### src/rtl/fc_operand_feeder_pkg.sv
// Shared types for the FC operand feeder: sequencer states, the in-flight
// chunk token, and a signed saturation helper also used by conv post-processing.
package fc_operand_feeder_pkg;

   localparam int TOK_IDX_W = 16;

   typedef enum logic [1:0] {
      ST_IDLE  = 2'd0,
      ST_RUN   = 2'd1,
      ST_DRAIN = 2'd2,
      ST_DONE  = 2'd3
   } fc_state_e;

   typedef struct packed {
      logic                 valid;
      logic                 last;
      logic [TOK_IDX_W-1:0] index;
   } fc_token_t;

   // Clamp a wide signed value into the range of a signed 'width'-bit word.
   function automatic logic signed [63:0] sat_signed(input logic signed [63:0] value,
                                                     input int width);
      logic signed [63:0] max_v;
      logic signed [63:0] min_v;
      max_v = (64'sd1 <<< (width - 1)) - 64'sd1;
      min_v = -max_v - 64'sd1;
      if (value > max_v) return max_v;
      if (value < min_v) return min_v;
      return value;
   endfunction

endpackage

### src/rtl/fc_operand_feeder_token_pipe.sv
// Fixed-depth delay line that carries chunk tokens alongside the memory and
// dot-product latency, so each result meets its neuron/last tag.
module fc_token_pipe
   import fc_operand_feeder_pkg::*;
#(
   parameter int STAGES = 3
)(
   input  logic      clk,
   input  logic      rst,
   input  fc_token_t i_token,
   output fc_token_t o_token,
   output logic      o_empty
);

   fc_token_t pipe_q [STAGES];

   always_ff @(posedge clk) begin
      if (rst) begin
         for (int i = 0; i < STAGES; i++) pipe_q[i] <= '0;
      end else begin
         pipe_q[0] <= i_token;
         for (int i = 1; i < STAGES; i++) pipe_q[i] <= pipe_q[i-1];
      end
   end

   assign o_token = pipe_q[STAGES-1];

   // Empty after this shift: only the output stage may still hold a token.
   always_comb begin
      o_empty = !i_token.valid;
      for (int i = 0; i < STAGES - 1; i++) begin
         if (pipe_q[i].valid) o_empty = 1'b0;
      end
   end

endmodule

### src/rtl/fc_operand_feeder.sv
// Sequences feature/weight chunk reads into the 16-lane dot unit and
// accumulates the per-chunk results into one saturated output per neuron.
module fc_operand_feeder
   import fc_operand_feeder_pkg::*;
#(
   parameter int input_channel_num  = 16,
   parameter int word_size          = 16,
   parameter int chunk_num          = 25,
   parameter int output_channel_num = 100,
   parameter int mul_latency        = 1,
   localparam int VEC_W   = word_size * input_channel_num,
   localparam int FEAT_AW = (chunk_num > 1) ? $clog2(chunk_num) : 1,
   localparam int WGT_AW  = (chunk_num * output_channel_num > 1) ?
                            $clog2(chunk_num * output_channel_num) : 1,
   localparam int IDX_W   = (output_channel_num > 1) ? $clog2(output_channel_num) : 1
)(
   input  logic                        clk,
   input  logic                        rst,
   input  logic                        i_start,
   output logic                        o_busy,
   output logic                        o_done,
   output logic [FEAT_AW-1:0]          o_feat_addr,
   input  logic [VEC_W-1:0]            i_feat_data,
   output logic [WGT_AW-1:0]           o_wgt_addr,
   input  logic [VEC_W-1:0]            i_wgt_data,
   output logic [VEC_W-1:0]            o_fc_data,
   output logic [VEC_W-1:0]            o_fc_weight,
   input  logic signed [word_size-1:0] i_fc_result,
   output logic                        o_valid,
   output logic signed [word_size-1:0] o_result,
   output logic [IDX_W-1:0]            o_index
);

   localparam int ACC_W  = word_size + $clog2(chunk_num) + 1;
   localparam int STAGES = 2 + mul_latency;
   localparam logic [FEAT_AW-1:0] C_LAST = FEAT_AW'(chunk_num - 1);
   localparam logic [IDX_W-1:0]   N_LAST = IDX_W'(output_channel_num - 1);

   fc_state_e               state_q;
   fc_state_e               state_d;
   logic [FEAT_AW-1:0]      chunk_q;
   logic [IDX_W-1:0]        neuron_q;
   logic [WGT_AW-1:0]       wgt_addr_q;
   logic signed [ACC_W-1:0] acc_q;
   logic signed [ACC_W-1:0] res_ext;
   logic signed [ACC_W-1:0] acc_sum;
   logic signed [63:0]      sum_wide;
   logic signed [63:0]      sat_wide;
   fc_token_t               tok_in;
   fc_token_t               tok_out;
   logic                    pipe_empty;
   logic                    issue;
   logic                    chunk_last;
   logic                    layer_last;
   logic                    unused_bits;

   assign issue      = (state_q == ST_RUN);
   assign chunk_last = (chunk_q == C_LAST);
   assign layer_last = chunk_last && (neuron_q == N_LAST);

   always_comb begin
      state_d = state_q;
      case (state_q)
         ST_IDLE:  if (i_start) state_d = ST_RUN;
         ST_RUN:   if (layer_last) state_d = ST_DRAIN;
         ST_DRAIN: if (pipe_empty) state_d = ST_DONE;
         ST_DONE:  state_d = ST_IDLE;
         default:  state_d = ST_IDLE;
      endcase
   end

   always_ff @(posedge clk) begin
      if (rst) state_q <= ST_IDLE;
      else     state_q <= state_d;
   end

   // Issue stage: neuron-major, chunk-minor read addresses.
   always_ff @(posedge clk) begin
      if (rst) begin
         chunk_q    <= '0;
         neuron_q   <= '0;
         wgt_addr_q <= '0;
      end else if (issue) begin
         chunk_q    <= chunk_last ? '0 : chunk_q + FEAT_AW'(1);
         wgt_addr_q <= layer_last ? '0 : wgt_addr_q + WGT_AW'(1);
         if (chunk_last) neuron_q <= (neuron_q == N_LAST) ? '0 : neuron_q + IDX_W'(1);
      end
   end

   assign o_feat_addr = chunk_q;
   assign o_wgt_addr  = wgt_addr_q;
   assign o_busy      = (state_q == ST_RUN) || (state_q == ST_DRAIN);
   assign o_done      = (state_q == ST_DONE);

   always_comb begin
      tok_in       = '0;
      tok_in.valid = issue;
      tok_in.last  = chunk_last;
      tok_in.index = TOK_IDX_W'(neuron_q);
   end

   fc_token_pipe #(
      .STAGES (STAGES)
   ) u_token_pipe (
      .clk     (clk),
      .rst     (rst),
      .i_token (tok_in),
      .o_token (tok_out),
      .o_empty (pipe_empty)
   );

   // Operand stage: memory read data registered toward the dot unit.
   always_ff @(posedge clk) begin
      if (rst) begin
         o_fc_data   <= '0;
         o_fc_weight <= '0;
      end else begin
         o_fc_data   <= i_feat_data;
         o_fc_weight <= i_wgt_data;
      end
   end

   assign res_ext  = {{(ACC_W - word_size){i_fc_result[word_size-1]}}, i_fc_result};
   assign acc_sum  = acc_q + res_ext;
   assign sum_wide = {{(64 - ACC_W){acc_sum[ACC_W-1]}}, acc_sum};
   assign sat_wide = sat_signed(sum_wide, word_size);

   // Accumulate stage: the last chunk closes the neuron and restarts from zero.
   always_ff @(posedge clk) begin
      if (rst) begin
         acc_q <= '0;
      end else if (tok_out.valid) begin
         acc_q <= tok_out.last ? '0 : acc_sum;
      end
   end

   assign o_valid     = !rst && tok_out.valid && tok_out.last;
   assign o_result    = o_valid ? sat_wide[word_size-1:0] : '0;
   assign o_index     = o_valid ? tok_out.index[IDX_W-1:0] : '0;
   assign unused_bits = ^{sat_wide[63:word_size], tok_out.index[TOK_IDX_W-1:IDX_W]};

endmodule
### config.mk
export PLATFORM = sky130hd
export DESIGN_NAME = fc_operand_feeder
export DESIGN_NICKNAME = d
export VERILOG_FILES = /design/src/rtl/fc_operand_feeder_pkg.sv /design/src/rtl/fc_operand_feeder_token_pipe.sv /design/src/rtl/fc_operand_feeder.sv
export SDC_FILE = /design/constraint.sdc
export NUM_CORES = 1
export LEC_CHECK = 0
export CAP_MARGIN = 0
export CORE_AREA = 4 4 426 428
export DETAILED_ROUTE_END_ITERATION = 10
export DIE_AREA = 0 0 430 432
export SKIP_LAST_GASP = 1
export SLEW_MARGIN = 20
export SYNTH_ARGS = -nofsm -noshare
export SYNTH_HDL_FRONTEND = slang
export SYNTH_SLANG_ARGS = --single-unit
### constraint.sdc
create_clock -name clk -period 4.3 [get_ports clk]
set_input_delay 0.86 -clock clk [delete_from_list [all_inputs] [get_ports clk]]
set_output_delay 0.86 -clock clk [all_outputs]
set_load 0.005 [all_outputs]
Word-level counts from Yosys, hierarchy flattened --
Memories as Yosys holds them, arrays and structs flattened. Index checks and enable logic that the tools add are counted.
Storage, ports and cells: register bits 560, bits in latches 0, bits in writable memories 54, ROM bits 0, input bits 531, logic and storage cells 59, memories 1
Cells by class: add/subtract/negate cells 4, multiply operators 0, div/mod/pow operators 0, magnitude comparators 2, equality and inequality tests 8, shift-type cells 0, multiplexer cells 25, bitwise operators 3, reductions and logical operators 9
Memories:
- u_token_pipe.pipe_q | depth 3, bits a word 18, read ports 3, clocked after memory_dff 0, write ports 3, RTL line fc_operand_feeder_token_pipe.sv:15 | fc_token_t pipe_q [STAGES];
Operator list (count):
- $mux 16 | 5
- $mux 18 | 3
- $add 22x16->22 | 1
- $gt 22x16->1 const B | 1
- $lt 22x16->1 const B | 1
- $mux 22 | 1
- $mux 7 | 2
- $add 12x1->12 const B | 1
- $mux 12 | 1
- $mux 1 | 8
- $pmux 2 s4 | 1
- $add 7x1->7 const B | 1
- $eq 7x7->1 const B | 1
- $mux 2 | 3
- $add 5x1->5 const B | 1
- $eq 5x5->1 const B | 1
- $mux 5 | 1
- $eq 2x2->1 const B | 2
- $ne 2x2->1 const B | 2
- $logic_and 1x1->1 | 3
- $or 1x1->1 | 3
- $reduce_and 3->1 | 1
- $eq 2x1->1 const B | 1
- $logic_not 1->1 | 2
- 4 further kinds | 4

Logic depth before layout (Yosys ltp) --
depth in word-level cells 7, gate-level depth with buffers 12, depth with buffers taken out 11

Hierarchy --
Synthesis repeated with hierarchy kept, for this count alone.
Second synthesis, totals: cell total of the unflattened synthesis 1610, area total of the unflattened synthesis 18570.3 um2
Modules (own cells, without submodules):
- fc_operand_feeder | instances 1, cells each 1478, area an instance 16986.3 um2
- fc_token_pipe | instances 1, cells each 132, area an instance 1584.0 um2

Worst setup path after synthesis --
No wires, ideal clock.
path type in2out, from input i_fc_result[0], to output o_result[10], arrival 3.254 ns, setup slack 0.186 ns, cell stages on the path 12, path through ha_1 inv_1 fa_1 nand2b_1 a21oi_1 o21ai_1 mux2i_1 a211oi_1 or3_4 o41ai_4 buf_6 o21ai_1
Between the ends: longest elaborated chain between the ends 7, elaborated cells on any way between the ends 10
RTL lines:
- from (decl) | RTL line fc_operand_feeder.sv:28 | input logic signed [word_size-1:0] i_fc_result,
- $add 22x16->22 (*) | RTL line fc_operand_feeder.sv:124 | assign acc_sum = acc_q + res_ext;
- $lt 22x16->1 | RTL line fc_operand_feeder_pkg.sv:28 | if (value < min_v) return min_v;
- $mux 1 (2 in series) | RTL line fc_operand_feeder_pkg.sv:28
- $mux 16 | RTL line fc_operand_feeder_pkg.sv:29 | return value;
- $mux 16 (*) | RTL line fc_operand_feeder_pkg.sv:28
- $mux 16 (*) | RTL line fc_operand_feeder.sv:138 | assign o_result = o_valid ? sat_wide[word_size-1:0] : '0;
- to (decl) | RTL line fc_operand_feeder.sv:30 | output logic signed [word_size-1:0] o_result,
Mark *: on every way between the ends. The rest lies on a longest branch, timed or not. The select of a mux whose other input is x is not followed.

Final worst setup path --
from input i_fc_result[8], to output o_result[6]
The elaborated chain is that of the path after synthesis.

==> impl_results.md <==
- Status: finished, violations left
- Failing checks: negative setup slack
- FF+latch area: 11800 sq um
- Final Non-Filler Cells: 5158
- Largest net degree at the start of global routing: 185
- Clock latency on the worst-skew pair: 0.69 ns
- Layout area overhead: 97.4%
- Vias in the first global route: 16256
- Sequential Power Share: 40.3%
- WL per Instance: 23.4 um
- Antenna violations before repair: 78
- Syn Area/Cell: 11.5 sq um
- Die X: 430 um
- Post-layout minimum cycle time: 4.60 ns
- Router iterations before antenna repair: 4
- Crit end category: primary output
- Slew HR: 26.5%
- Fin Setup TNS: -4.11 ns
- Final wirelength: 121 mm
- Final Cycle Share: 107%
- Adder-Cell Fraction of Synth Area: 2.15%
- Routability cong.: 0.886
- Post-synth EDFFs: 0
- Kind of launch point of the worst setup path: primary input
- Worst path buffer plus inverter count: 5
- Synth warn: 0
- Multi-input logic area: 6100 sq um
- Row Count: 155
- Slowest cell on crit path: clkdlybuf4s50_1
- Post-route design area: 35100 sq um
- Max clock buf depth: 3
- Hold-fix buffers, CTS: 0
- CP Class: in -> out
- CTS tree: done
- Largest family of logic cells by synthesized area: simple AND/OR/NAND/NOR gates
- RSZ-0062 raised after global routing: yes
- Share of the synthesized area in the top cell type: 66.1%
- XOR/XNOR Fraction of Synth Area: 1.67%
- Post-synthesis mux area share: 0.338%
- Synth Area in Compound Gates: 4.35%
- Total die area: 186000 sq um
- Critical path's top delay family: buffers and inverters
- Setup violations, final: 15
- Worst-path fanout max: 8
- Grt ovf: 0
- Yosys top cell by area: dfxtp_1
- First-pass GRT wire length: 153 mm
- Primary FF master, synth: dfxtp_1
- ANT nets after route: 0
- Combinational share of power: 13.4%
- Pre-CTS WS: -1.29 ns
- Min-Delay Path Class: reg -> reg
- Yosys cell types: 58
- Worst Path Required: 3.44 ns
- Vias: 15752
- Layout cells sized above 1: 10.8%
- Worst VDD drop: 0.000287 V
- Post-DP HPWL: 101 mm
- Iter 0 DRT Violations: 804
- Slew Limit Fails: 0
- H-tree Lvls: 3
- Inst Count DP: 4992
- Worst path cell trace: clkdlybuf4s50_1, ha_4, nand2_1, nor2_2, a31oi_4, o21a_1, buf_4, xnor2_1, and3_4, a31oi_4, bufbuf_16, buf_4, o21ai_2, buf_2
- Final core utilization: 19.7%
- Register area share after synthesis: 66.1%
- P_sw: 3.80 mW
- Final WS setup: -0.302 ns
- Max_cap viols: 0
- CTS Root Cell: clkbuf_16
- Num ports: 1086
- # DRC: 0
- Mapped Nets: 2114
- P per Cell Area: 417 nW/um^2
- Worst-margin pin slew: 1.10 ns
- GR Util All Layers: 12.4%
- Inserted Clock Buffers: 74
- PortBufs: 1085
- Clock network fraction of total power: 46.2%
- Worst-path clk slew: 0.06 ns
- Post-Synth Simple-Gate Area: 23.2%
- Final Hold Viols: 0
- Gate Count Post-Synth: 1553
- Yosys reg bits: 587
- Clock sink count: 587
- Fillers: 19320
- Fmax: 217 MHz
- Worst EP arrival: 3.74 ns
- Async SR Flop Fraction: 0%
- Die Ht: 432 um
- Worst path max stage delay: 0.47 ns
- # nets final: 3286
- Mapped Area: 17800 sq um
- Hold_ws: 0.425 ns
- Area contributors post-synth: dfxtp_1, nor2b_1, ha_1
- Power, Total: 14.6 mW
- Leakage: 13.0 nW
- Initial core utilization: 10.0%
- Core area: 178000 sq um
- Clock Skew: 0.0308 ns
- Int Pwr: 10.8 mW
- Cell Area, Placed: 31900 sq um
- Switching Share: 26.0%
- Via density per instance: 3.05
[what timing repair did]
action,CTS,global route
gates cloned,1,0
endpoints found under the hold margin,0,0
setup endpoints to repair,16,16
pin swaps,27,10
setup buffers,11,0
resized for setup,153,15
[final cells by class]
class | instances | area share [%]
antenna | 17 | 0.121
clock buffer | 97 | 5.83
clock inverter | 40 | 1.71
inverter | 15 | 0.160
multi-input combinational | 873 | 17.4
sequential | 587 | 33.5
tap | 2355 | 8.39
timing repair buffer | 1174 | 32.9
[cell families (layout without fill, tap and decap cells)]
kind of cell,count (synthesis),count (layout)
flip-flops,587,587
XOR/XNOR,34,34
buffers and inverters,93,1326
other,0,17
multiplexers,6,6
AO/OA/AOI/OAI,115,115
AND/OR/NAND/NOR,688,688
adder cells (fa/ha/maj),30,30
[placed cells by master, fill, tap and decap left out, types with 15 or more instances in the layout]
cell / netlist / final
a21oi_1: 29 / 20
xor2_1: 24 / 23
dfxtp_1: 587 / 585
clkbuf_16: 0 / 74
ha_4: 0 / 16
buf_2: 1 / 15
buf_4: 0 / 80
clkdlybuf4s50_1: 0 / 1053
nor2b_1: 549 / 549
diode_2: 0 / 17
nand2_1: 32 / 31
nand4_1: 16 / 16
nor2_1: 41 / 40
[worst paths after layout]
path | startpoint | to | slack [ns] | cells after the start
worst max-delay path | i_fc_result[8] | o_result[6] | -0.30 | 14
worst min-delay path | u_token_pipe.pipe_q[0][34]$_SDFF_PP0_ | u_token_pipe.pipe_q[0][52]$_SDFF_PP0_ | 0.43 | 1
worst max register to register | acc_q[0]$_SDFFE_PP0P_ | acc_q[14]$_SDFFE_PP0P_ | 1.75 | 12
worst min register to register | u_token_pipe.pipe_q[0][34]$_SDFF_PP0_ | u_token_pipe.pipe_q[0][52]$_SDFF_PP0_ | 0.43 | 1
[cell usage after synthesis, types with 5 or more instances]
library cell / n
a21oi_1: 29
a22oi_1: 7
a2bb2oi_1: 5
and2_1: 10
and3_1: 7
clkbuf_1: 68
dfxtp_1: 587
ha_1: 29
inv_1: 15
mux2i_1: 6
nand2_1: 32
nand2b_1: 7
nand3_1: 7
nand4_1: 16
nor2_1: 41
nor2b_1: 549
o21ai_0: 22
o21ai_1: 10
o2bb2ai_1: 8
or3_1: 5
xnor2_1: 10
xor2_1: 24
[sequential cells by signal, summed over array words and instances, names as in the netlist]
register and count:
o_feat_addr 5, neuron_q 7, state_q 2, acc_q 22, o_fc_weight 256, o_fc_data 256, o_wgt_addr 12, u_token_pipe.pipe_q 27
[power groups by stage]
stage	clock network, mW	registers, mW	logic, mW
after floorplan	0	5.97	0.461
after global placement	0	6.01	1.92
after detailed placement	0	6.01	1.93
after CTS	7.06	5.90	1.99
after global routing	7.22	5.92	2.09
final	6.76	5.90	1.96
[metal layers]
| layer | part of all wire, % | track usage [%] |
|---|---|---|
| met1 | 40 | 14.3 |
| met5 | 0.060 | 0 |
| met3 | 9.8 | 5.62 |
| met4 | 3.9 | 5.18 |
| met2 | 47 | 19.9 |
[worst register-to-register path, stage by stage (launching register included)]
cell and delay [ns]:
dfxtp_2 0.35, ha_4 0.14, inv_2 0.04, fa_2 0.36
nand2b_4 0.17, a21oi_4 0.19, o21ai_4 0.10, a21oi_2 0.22
nand2b_1 0.15, xnor2_1 0.26, buf_4 0.22, a2bb2oi_1 0.16
nor2_1 0.05
Note: power is estimated with default switching activity, not from simulation.
